===== src/rtl/branch_pkg.sv =====
// branch_pkg: shared branch-path constants and entry layout used by the BHT, fetch and the resolve queue
package branch_pkg;
    localparam int INSTR_BYTES = 4;
    localparam int LOWER_DEF   = 5;
    localparam int ADDR_W_DEF  = 64;
    localparam int DEPTH_DEF   = 4;

    function automatic int entry_w(input int aw);
        return 2 * aw + 1;
    endfunction

    function automatic int entry_pc_lsb(input int aw);
        return aw + 1;
    endfunction

    function automatic int entry_taken_bit(input int aw);
        return aw;
    endfunction

    function automatic int entry_target_lsb(input int aw);
        return 0 * aw;
    endfunction
endpackage


===== src/rtl/branch_resolve_queue_if.sv =====
// branch_resolve_queue_if: fetch-prediction, execute-resolution and BHT-training signals of the resolve queue
interface branch_resolve_queue_if
    import branch_pkg::*;
#(
    parameter int LOWER  = LOWER_DEF,
    parameter int ADDR_W = ADDR_W_DEF,
    parameter int DEPTH  = DEPTH_DEF
);
    localparam int CW = $clog2(DEPTH) + 1;
    logic              fetch_valid;
    logic [ADDR_W-1:0] fetch_pc;
    logic              fetch_pred_taken;
    logic [ADDR_W-1:0] fetch_pred_target;
    logic              full;
    logic              res_valid;
    logic              res_taken;
    logic [ADDR_W-1:0] res_target;
    logic              flush;
    logic [ADDR_W-1:0] redirect_pc;
    logic              bht_en;
    logic [LOWER-1:0]  bht_write_addr;
    logic              bht_was_taken;
    logic [CW-1:0]     count;
    logic              err;

    modport master (
        output fetch_valid, fetch_pc, fetch_pred_taken, fetch_pred_target,
        output res_valid, res_taken, res_target,
        input  full, flush, redirect_pc, bht_en, bht_write_addr, bht_was_taken, count, err
    );

    modport slave (
        input  fetch_valid, fetch_pc, fetch_pred_taken, fetch_pred_target,
        input  res_valid, res_taken, res_target,
        output full, flush, redirect_pc, bht_en, bht_write_addr, bht_was_taken, count, err
    );
endinterface


===== src/rtl/brq_fifo.sv =====
// brq_fifo: circular buffer with push/pop/clear and occupancy count; caller guarantees no overflow or underflow
module brq_fifo #(
    parameter int WIDTH = 8,
    parameter int DEPTH = 4
) (
    input  logic                       clk,
    input  logic                       arst_n,
    input  logic                       push_i,
    input  logic                       pop_i,
    input  logic                       clear_i,
    input  logic [WIDTH-1:0]           wr_data_i,
    output logic [WIDTH-1:0]           rd_data_o,
    output logic [$clog2(DEPTH):0]     count_o
);
    localparam int PW = $clog2(DEPTH);
    localparam int CW = PW + 1;

    logic [WIDTH-1:0] mem_q [DEPTH];
    logic [PW-1:0]    wr_q, wr_d, rd_q, rd_d;
    logic [CW-1:0]    cnt_q, cnt_d;

    // next pointers and occupancy; clear wins over any push/pop in the same cycle
    always_comb begin
        wr_d  = clear_i ? '0 : wr_q + PW'(push_i);
        rd_d  = clear_i ? '0 : rd_q + PW'(pop_i);
        cnt_d = clear_i ? '0 : cnt_q + CW'(push_i) - CW'(pop_i);
    end

    // pointer and count registers
    always_ff @(posedge clk or negedge arst_n) begin
        if (!arst_n) begin
            wr_q  <= '0;
            rd_q  <= '0;
            cnt_q <= '0;
        end else begin
            wr_q  <= wr_d;
            rd_q  <= rd_d;
            cnt_q <= cnt_d;
        end
    end

    // entry storage, written at the write pointer
    always_ff @(posedge clk) begin
        if (push_i && !clear_i) mem_q[wr_q] <= wr_data_i;
    end

    assign rd_data_o = mem_q[rd_q];
    assign count_o   = cnt_q;
endmodule


===== src/rtl/branch_resolve_queue.sv =====
// branch_resolve_queue: holds predicted branches in order, checks them at resolution, flushes and trains the BHT
module branch_resolve_queue
    import branch_pkg::*;
#(
    parameter int LOWER  = LOWER_DEF,
    parameter int ADDR_W = ADDR_W_DEF,
    parameter int DEPTH  = DEPTH_DEF
) (
    input logic                   clk,
    input logic                   arst_n,
    branch_resolve_queue_if.slave brq_if
);
    localparam int EW      = entry_w(ADDR_W);
    localparam int PC_LSB  = entry_pc_lsb(ADDR_W);
    localparam int PT_BIT  = entry_taken_bit(ADDR_W);
    localparam int TGT_LSB = entry_target_lsb(ADDR_W);
    localparam int CW      = $clog2(DEPTH) + 1;

    logic [EW-1:0]     wr_entry, rd_entry;
    logic [ADDR_W-1:0] rd_pc, rd_tgt;
    logic              rd_pt;
    logic [CW-1:0]     count;
    logic              push_req, push, pop, mispredict, full;
    logic              flush_q, flush_d;
    logic [ADDR_W-1:0] redirect_q, redirect_d;
    logic              bht_en_q, bht_en_d;
    logic [LOWER-1:0]  bht_addr_q, bht_addr_d;
    logic              bht_taken_q, bht_taken_d;
    logic              err_q, err_d;

    assign wr_entry = {brq_if.fetch_pc, brq_if.fetch_pred_taken, brq_if.fetch_pred_target};
    assign rd_pc    = rd_entry[PC_LSB +: ADDR_W];
    assign rd_pt    = rd_entry[PT_BIT];
    assign rd_tgt   = rd_entry[TGT_LSB +: ADDR_W];

    brq_fifo #(.WIDTH(EW), .DEPTH(DEPTH)) u_fifo (
        .clk       (clk),
        .arst_n    (arst_n),
        .push_i    (push),
        .pop_i     (pop),
        .clear_i   (mispredict),
        .wr_data_i (wr_entry),
        .rd_data_o (rd_entry),
        .count_o   (count)
    );

    // resolve the oldest entry, decide push acceptance and compute the next registered outputs
    always_comb begin
        push_req    = brq_if.fetch_valid & ~flush_q;
        pop         = brq_if.res_valid & (count != '0);
        mispredict  = pop & ((brq_if.res_taken != rd_pt) | (brq_if.res_taken & (brq_if.res_target != rd_tgt)));
        full        = count == CW'(DEPTH);
        push        = push_req & (~full | pop) & ~mispredict;
        flush_d     = mispredict;
        redirect_d  = mispredict ? (brq_if.res_taken ? brq_if.res_target : rd_pc + ADDR_W'(INSTR_BYTES)) : '0;
        bht_en_d    = pop;
        bht_addr_d  = pop ? rd_pc[LOWER+1:2] : '0;
        bht_taken_d = pop & brq_if.res_taken;
        err_d       = err_q | (push_req & full & ~pop) | (brq_if.res_valid & (count == '0));
    end

    // one-cycle flush/training pulses and the sticky error flag
    always_ff @(posedge clk or negedge arst_n) begin
        if (!arst_n) begin
            flush_q     <= 1'b0;
            redirect_q  <= '0;
            bht_en_q    <= 1'b0;
            bht_addr_q  <= '0;
            bht_taken_q <= 1'b0;
            err_q       <= 1'b0;
        end else begin
            flush_q     <= flush_d;
            redirect_q  <= redirect_d;
            bht_en_q    <= bht_en_d;
            bht_addr_q  <= bht_addr_d;
            bht_taken_q <= bht_taken_d;
            err_q       <= err_d;
        end
    end

    assign brq_if.full           = full;
    assign brq_if.flush          = flush_q;
    assign brq_if.redirect_pc    = redirect_q;
    assign brq_if.bht_en         = bht_en_q;
    assign brq_if.bht_write_addr = bht_addr_q;
    assign brq_if.bht_was_taken  = bht_taken_q;
    assign brq_if.count          = count;
    assign brq_if.err            = err_q;
endmodule


===== src/flat_wrapper.sv =====
// flat-port wrapper written by rule: the top's interface ports become plain ports
module branch_resolve_queue_flat import branch_pkg::*;
#(
    parameter int LOWER  = LOWER_DEF,
    parameter int ADDR_W = ADDR_W_DEF,
    parameter int DEPTH  = DEPTH_DEF
)
  (clk, arst_n, brq_if_fetch_valid, brq_if_fetch_pc, brq_if_fetch_pred_taken, brq_if_fetch_pred_target, brq_if_res_valid, brq_if_res_taken, brq_if_res_target, brq_if_full, brq_if_flush, brq_if_redirect_pc, brq_if_bht_en, brq_if_bht_write_addr, brq_if_bht_was_taken, brq_if_count, brq_if_err);
  branch_resolve_queue_if #(.LOWER(LOWER), .ADDR_W(ADDR_W), .DEPTH(DEPTH)) brq_if_i ();
  input logic clk;
  input logic arst_n;
  input wire logic [$bits(brq_if_i.fetch_valid)-1:0] brq_if_fetch_valid;
  input wire logic [$bits(brq_if_i.fetch_pc)-1:0] brq_if_fetch_pc;
  input wire logic [$bits(brq_if_i.fetch_pred_taken)-1:0] brq_if_fetch_pred_taken;
  input wire logic [$bits(brq_if_i.fetch_pred_target)-1:0] brq_if_fetch_pred_target;
  input wire logic [$bits(brq_if_i.res_valid)-1:0] brq_if_res_valid;
  input wire logic [$bits(brq_if_i.res_taken)-1:0] brq_if_res_taken;
  input wire logic [$bits(brq_if_i.res_target)-1:0] brq_if_res_target;
  output wire logic [$bits(brq_if_i.full)-1:0] brq_if_full;
  output wire logic [$bits(brq_if_i.flush)-1:0] brq_if_flush;
  output wire logic [$bits(brq_if_i.redirect_pc)-1:0] brq_if_redirect_pc;
  output wire logic [$bits(brq_if_i.bht_en)-1:0] brq_if_bht_en;
  output wire logic [$bits(brq_if_i.bht_write_addr)-1:0] brq_if_bht_write_addr;
  output wire logic [$bits(brq_if_i.bht_was_taken)-1:0] brq_if_bht_was_taken;
  output wire logic [$bits(brq_if_i.count)-1:0] brq_if_count;
  output wire logic [$bits(brq_if_i.err)-1:0] brq_if_err;
  assign brq_if_i.fetch_valid = brq_if_fetch_valid;
  assign brq_if_i.fetch_pc = brq_if_fetch_pc;
  assign brq_if_i.fetch_pred_taken = brq_if_fetch_pred_taken;
  assign brq_if_i.fetch_pred_target = brq_if_fetch_pred_target;
  assign brq_if_i.res_valid = brq_if_res_valid;
  assign brq_if_i.res_taken = brq_if_res_taken;
  assign brq_if_i.res_target = brq_if_res_target;
  assign brq_if_full = brq_if_i.full;
  assign brq_if_flush = brq_if_i.flush;
  assign brq_if_redirect_pc = brq_if_i.redirect_pc;
  assign brq_if_bht_en = brq_if_i.bht_en;
  assign brq_if_bht_write_addr = brq_if_i.bht_write_addr;
  assign brq_if_bht_was_taken = brq_if_i.bht_was_taken;
  assign brq_if_count = brq_if_i.count;
  assign brq_if_err = brq_if_i.err;
  branch_resolve_queue #(.LOWER(LOWER), .ADDR_W(ADDR_W), .DEPTH(DEPTH)) u_core (.clk(clk), .arst_n(arst_n), .brq_if(brq_if_i));
endmodule

===== config.mk =====
export PLATFORM = sky130hd
export DESIGN_NAME = branch_resolve_queue_flat
export DESIGN_NICKNAME = d
export VERILOG_FILES = /design/src/rtl/branch_pkg.sv /design/src/rtl/branch_resolve_queue_if.sv /design/src/rtl/brq_fifo.sv /design/src/rtl/branch_resolve_queue.sv /design/src/flat_wrapper.sv
export SDC_FILE = /design/constraint.sdc
export NUM_CORES = 1
export LEC_CHECK = 0
export BUFFER_PORTS_ARGS = -buffer_cell sky130_fd_sc_hd__buf_2
export CAP_MARGIN = 10
export CORE_ASPECT_RATIO = 0.7
export CORE_MARGIN = 3
export CORE_UTILIZATION = 25
export CTS_CLUSTER_DIAMETER = 60
export DETAILED_ROUTE_END_ITERATION = 16
export GPL_TIMING_DRIVEN = 0
export SLEW_MARGIN = 20
export SYNTH_ARGS = -nofsm -noshare
export SYNTH_HDL_FRONTEND = slang
export SYNTH_SLANG_ARGS = --single-unit

===== constraint.sdc =====
create_clock -name clk -period 15.8 [get_ports clk]
set_input_delay 2.37 -clock clk [delete_from_list [all_inputs] [get_ports clk]]
set_output_delay 2.37 -clock clk [all_outputs]
set_load 0.05 [all_outputs]

[After elaboration in Yosys (flattened, before gate mapping)]
Memories as Yosys holds them, arrays and structs flattened.
Index checks and enable logic that the tools add are counted.
Storage, ports and cells
  bits in registers: 80
  RAM bits: 516
  input bits: 198
  output and inout bits: 77
  memories: 1
Cells by class
  add/subtract/negate cells: 5
  equality and inequality tests: 3
  multiplexer cells: 8
  bitwise logic cells: 18
  reduce and logical (&&, ||, !) cells: 4
Memories
  u_core.u_fifo.mem_q: depth 4, width 129, read ports 1, clocked after Yosys merged registers in 0, write ports 1, RTL line brq_fifo.sv:18  | logic [WIDTH-1:0] mem_q [DEPTH];
Operators by type and width (number)
  64-bit 2-to-1 mux: 2
  64-bit by 3-bit adder with 64-bit output (second input constant): 1
  64-bit != test: 1
  1-bit AND: 10
  5-bit 2-to-1 mux: 1
  2-bit by 1-bit adder with 2-bit output: 2
  2-bit 2-to-1 mux: 2
  1-bit inverter: 4
  1-bit OR: 4
  3-bit by 1-bit adder with 3-bit output: 1
  3-bit equality test (second input constant): 1
  3-bit zero test: 1
  3-bit 2-to-1 mux: 1
  3-bit nonzero test: 1
  3-bit by 1-bit subtractor with 3-bit output: 1
  1-bit 2-to-1 mux: 2
  1-bit logical AND: 1
  1-bit zero test: 1
  1-bit != test: 1

[Longest topological paths before layout]
An unclocked memory read counts as a cell.
  word-level depth: 10
  depth in mapped cells: 21
  gate-level depth less buffers: 15

[Hierarchy]
A second synthesis with hierarchy kept.
Second synthesis, totals
  cell total of the unflattened synthesis: 1297
  area total of the unflattened synthesis: 24290.8 um^2
Modules (own cells, without submodules)
  brq_fifo: instances 1, cells an instance 703, area an instance 18993.2 um^2
  branch_resolve_queue: instances 1, cells an instance 594, area an instance 5297.6 um^2

[Worst setup path before layout]
Ideal clock, no wire load.
  kind: in2reg
  from: input brq_if_res_target[29]
  to: memory u_core.u_fifo.mem_q[0][0] (netlist name) (enable)
  arrival time: 17.425 ns
  data required time: 14.791 ns
  slack: -2.634 ns
  cell stages on the path: 7
  cells stage by stage: inv_1 a221o_1 a2111oi_0 and4_1 nand4_1 o21a_1 a2111oi_1
Between the ends
  longest elaborated chain between the ends: 9
Ends and longest elaborated chain
  start: declaration: RTL line flat_wrapper.sv:18  | input wire logic [$bits(brq_if_i.res_target)-1:0] brq_if_res_target;
  64-bit != test (*): RTL line branch_resolve_queue.sv:51  | mispredict = pop & ((brq_if.res_taken != rd_pt) | (brq_if.res_taken & (brq_if.res_target != rd_tgt)));
  1-bit AND (*): RTL line branch_resolve_queue.sv:51
  1-bit OR (*): RTL line branch_resolve_queue.sv:51
  1-bit AND (*): RTL line branch_resolve_queue.sv:51
  1-bit inverter: RTL line branch_resolve_queue.sv:53  | push = push_req & (~full | pop) & ~mispredict;
  1-bit AND: RTL line branch_resolve_queue.sv:53
  1-bit logical AND (*): RTL line brq_fifo.sv:44  | if (push_i && !clear_i) mem_q[wr_q] <= wr_data_i;
  1-bit 2-to-1 mux (*): RTL line brq_fifo.sv:44
  1-bit 2-to-1 mux (implied by the code) (*): RTL line brq_fifo.sv:44
  end: declaration: RTL line brq_fifo.sv:18
Every way passes the cells marked *; elsewhere a longest branch is shown, timed or not.

[Worst setup path in the final report]
  from: register u_core.u_fifo.rd_q[1]
  to: memory u_core.u_fifo.mem_q[2][25] (netlist name) (enable)
Between the ends
  longest elaborated chain between the ends: 10
Ends and longest elaborated chain
  start: declaration: RTL line brq_fifo.sv:19  | logic [PW-1:0] wr_q, wr_d, rd_q, rd_d;
  start signal: assignment: RTL line brq_fifo.sv:37  | rd_q <= rd_d;
  memory 4 x 129 bit (*)
  64-bit != test: RTL line branch_resolve_queue.sv:51
  1-bit AND: RTL line branch_resolve_queue.sv:51
  1-bit OR (*): RTL line branch_resolve_queue.sv:51
  1-bit AND (*): RTL line branch_resolve_queue.sv:51
  1-bit inverter: RTL line branch_resolve_queue.sv:53
  1-bit AND: RTL line branch_resolve_queue.sv:53
  1-bit logical AND (*): RTL line brq_fifo.sv:44
  1-bit 2-to-1 mux (*): RTL line brq_fifo.sv:44
  1-bit 2-to-1 mux (implied by the code) (*): RTL line brq_fifo.sv:44
Marked as above.

==> impl_results.md <==
- Run status: completed
- FF-to-FF setup slack: 8.42 ns
- Layout area overhead: 23.48%
- GRT overflow: 0
- First-pass GRT wire length: 116,800 um
- Sw power: 1.789 mW
- Crit Path Category: reg2reg
- Fin crit period: 7.380 ns
- Placer Congestion: 0.9034
- Hold_sp: u_core.brq_if.err
- R2R depth: 20
- CTS clock-pin slew for the worst setup and hold paths: 0.07 ns
- Simple-Gate Fraction of Synth Area: 5.651%
- Tightest Pin Transition: 1.205 ns
- Int Pwr: 3.371 mW
- Setup Viol. Count Final: 0
- Period utilization: 46.71%
- Largest net degree at the start of global routing: 47
- Commonest non-fill, non-tap cells in the layout: edfxtp_1 (516), buf_2 (340), mux4_2 (117)
- GRT Resource Usage Total: 16.44%
- Hold depth: 1
- Die area: 0.1016 mm2
- Placed cell areas: 0.02820 mm2
- Vias in the first global route: 14,712
- Antenna Violating Nets Remaining: 0
- Hold WC Path Type: reg2reg
- Mapped Avg Cell Area: 18.28 um2
- RR Endpoint: u_core.u_fifo.mem_q[2][25]
- XOR/XNOR Fraction of Synth Area: 3.260%
- Post-synthesis mux area share: 13.46%
- Starting density of the core: 25.33%
- Via count: 14,932
- Largest cells by area after synthesis: edfxtp_1 (63%), mux4_2 (11%), dfrtp_1 (8.2%), xnor2_1 (2.7%), mux2i_1 (2.5%)
- CTS tree: done
- CTS max path bufs: 3
- Post-synth EDFFs: 516
- Die Span Y: 267.6 um
- CP Capture Type: register
- Synth Instances: 1,337
- Clock power share: 27.3%
- Number of synthesized register bits: 596
- Ys async rst share: 13.42%
- Ys flop type: edfxtp_1
- Post-synth top area cell: edfxtp_1
- H-tree depth: 2
- IR Drop Worst-Case VDD: 0.0001029 V
- Num rows: 95
- Leak: 10.53 nW
- Hold EP: u_core.brq_if.err
- Part of the power in registers: 39.2%
- Post-route setup TNS: 0 ns
- Fraction of layout cells with a size suffix above 1: 34.77%
- WL/cell: 27.34 um
- Fin area: 0.03018 mm2
- HPWL after detailed placement: 67,200 um
- Max-slew violations: 0
- Pre-antenna DRT Iters: 5
- Sequential share of the synthesized area: 71.58%
- Top-area cell type share of the netlist area: 63.39%
- Sw frac: 34.67%
- Crit start category: register
- Yosys warnings: 0
- Postcts setup bufs: 0
- Avg Vias per Cell: 4.797
- Max Cap Viol: 0
- Core Area: 0.09652 mm2
- Critical R2R Launch: u_core.u_fifo.rd_q[1]
- Yosys cell types: 74
- DRT iter0 DRCs: 1,787
- Hold buffers post-CTS: 0
- Port Buf Inserts: 273
- WP data required: 16.14 ns
- Slew HR: 17.62%
- Final Hold Viols: 0
- Worst Path Arrival: 7.71 ns
- Post_cts resized: 0
- Clock sinks: 596
- Fmax: 135.5 MHz
- Die W: 379.7 um
- Synth Area in Adders: 0.3378%
- Skew final: 0.02851 ns
- Ports: 275
- Mapped Area: 0.02444 mm2
- Num CTS Buffers: 56
- RSZ-0062 raised after global routing: no
- P per Cell Area: 171.0 mW/mm2
- Initial antenna violation count: 48
- Largest family of logic cells by synthesized area: multiplexers
- Commonest non-fill, non-tap cell in the layout: edfxtp_1
- DR DRC count: 0
- WL final: 85,100 um
- Synth Area in Compound Gates: 3.578%
- Root Buffer: clkbuf_16
- Syn nets: 1,541
- Worst-Skew Late Latency: 0.63 ns
- Crit path max fanout: 10
- Share of power burned in combinational logic: 33.5%
- Nets@finish: 1,949
-- registers in the layout, summed over array words and instances (netlist names) --
name and count:
u_core.brq_if.bht_en 1, u_core.brq_if.bht_was_taken 1, u_core.brq_if.bht_write_addr 5, u_core.brq_if.err 1
u_core.brq_if.flush 1, u_core.brq_if.redirect_pc 64, u_core.u_fifo.count_o 3, u_core.u_fifo.mem_q 516
u_core.u_fifo.rd_q 2, u_core.u_fifo.wr_q 2
-- how the worst max path moves through the flow --
stage / startpoint / end / slack (ns)
2_1_floorplan: brq_if_res_target[29] / u_core.u_fifo.mem_q[0][0] / -2.63
3_3_place_gp: brq_if_res_target[29] / u_core.u_fifo.mem_q[0][85] / -16.70
3_5_place_dp: brq_if_res_target[29] / u_core.u_fifo.mem_q[2][24] / 7.90
4_1_cts: u_core.u_fifo.rd_q[1] / u_core.u_fifo.mem_q[2][59] / 8.41
5_1_grt: u_core.u_fifo.rd_q[1] / u_core.u_fifo.mem_q[2][59] / 8.06
6_report: u_core.u_fifo.rd_q[1] / u_core.u_fifo.mem_q[2][25] / 8.42
-- synth_stat cells (10+ instances only) --
cell type	count
edfxtp_1	516
mux4_2	117
dfrtp_1	80
xnor2_1	74
mux2i_1	61
nor3_1	60
nand2_1	34
a21oi_1	33
nand4_1	33
nor2_1	29
inv_1	26
nand3_1	22
buf_2	21
clkbuf_1	21
o21ai_0	21
xor2_1	17
and2_1	16
a2111oi_0	11
o21a_1	11
buf_4	10
-- critical path: stages, from the launching register on --
cell and delay (ns):
dfrtp_1 0.32, buf_2 0.30, buf_4 0.28, buf_4 0.27, buf_2 0.46, mux4_2 0.40, xnor2_1 0.63, nand3_1 0.15
nor4_1 0.70, nand4_1 0.34, o21a_1 0.37, a2111oi_2 0.86, buf_4 0.27, buf_2 0.18, buf_2 0.23, buf_2 0.23
buf_2 0.22, buf_2 0.23, buf_2 0.22, buf_2 0.21, buf_2 0.19
-- per-layer routing --
metal,part of all wire (%),vias up,track usage (%)
met5,0.24,-,0
met4,1.5,30,2.412
met3,14,141,6.216
met2,41,854,23.29
met1,43,7677,24.23
li1,-,6230,-
-- stage by stage --
stage	total power, mW	setup WS (ns)	instances	utilization (%)	hold WS [ns]
detailed placement	3.776	7.898	2995	29.21	0.4680
CTS	5.195	8.406	3100	31.23	0.4866
finish	5.161	8.420	3113	31.27	0.4902
floorplan	3.191	-2.634	1337	-	0.5656
global route	5.373	8.060	3101	31.24	0.5284
global placement	3.825	-16.70	2919	28.44	0.4606
-- power groups by stage --
stage	Clock (mW)	Sequential (mW)	Combinational (mW)
6_report	1.41	2.02	1.73
2_1_floorplan	0	2.28	0.915
5_1_grt	1.50	2.04	1.83
4_1_cts	1.44	2.02	1.73
3_3_place_gp	0	2.17	1.65
3_5_place_dp	0	2.05	1.72
-- cells by family after synthesis --
group,Yosys count
simple gates,244
compound gates,126
flops,596
fa+ha+maj,6
buf+inv,92
xor+xnor,91
mux,182
-- layout make-up --
type                            count  area, um2
Inverter                           26      97.59
Clock buffer                       76       1644
Clock inverter                     29      302.8
Tap cell                         1309       1638
Antenna cell                       12      30.03
Multi-Input combinational cell    649       6470
Sequential cell                   596      17500
Fill cell                        9472      66330
Buffer                             66      425.4
Timing Repair Buffer              350       2079
(Power assumes the default switching activity.)
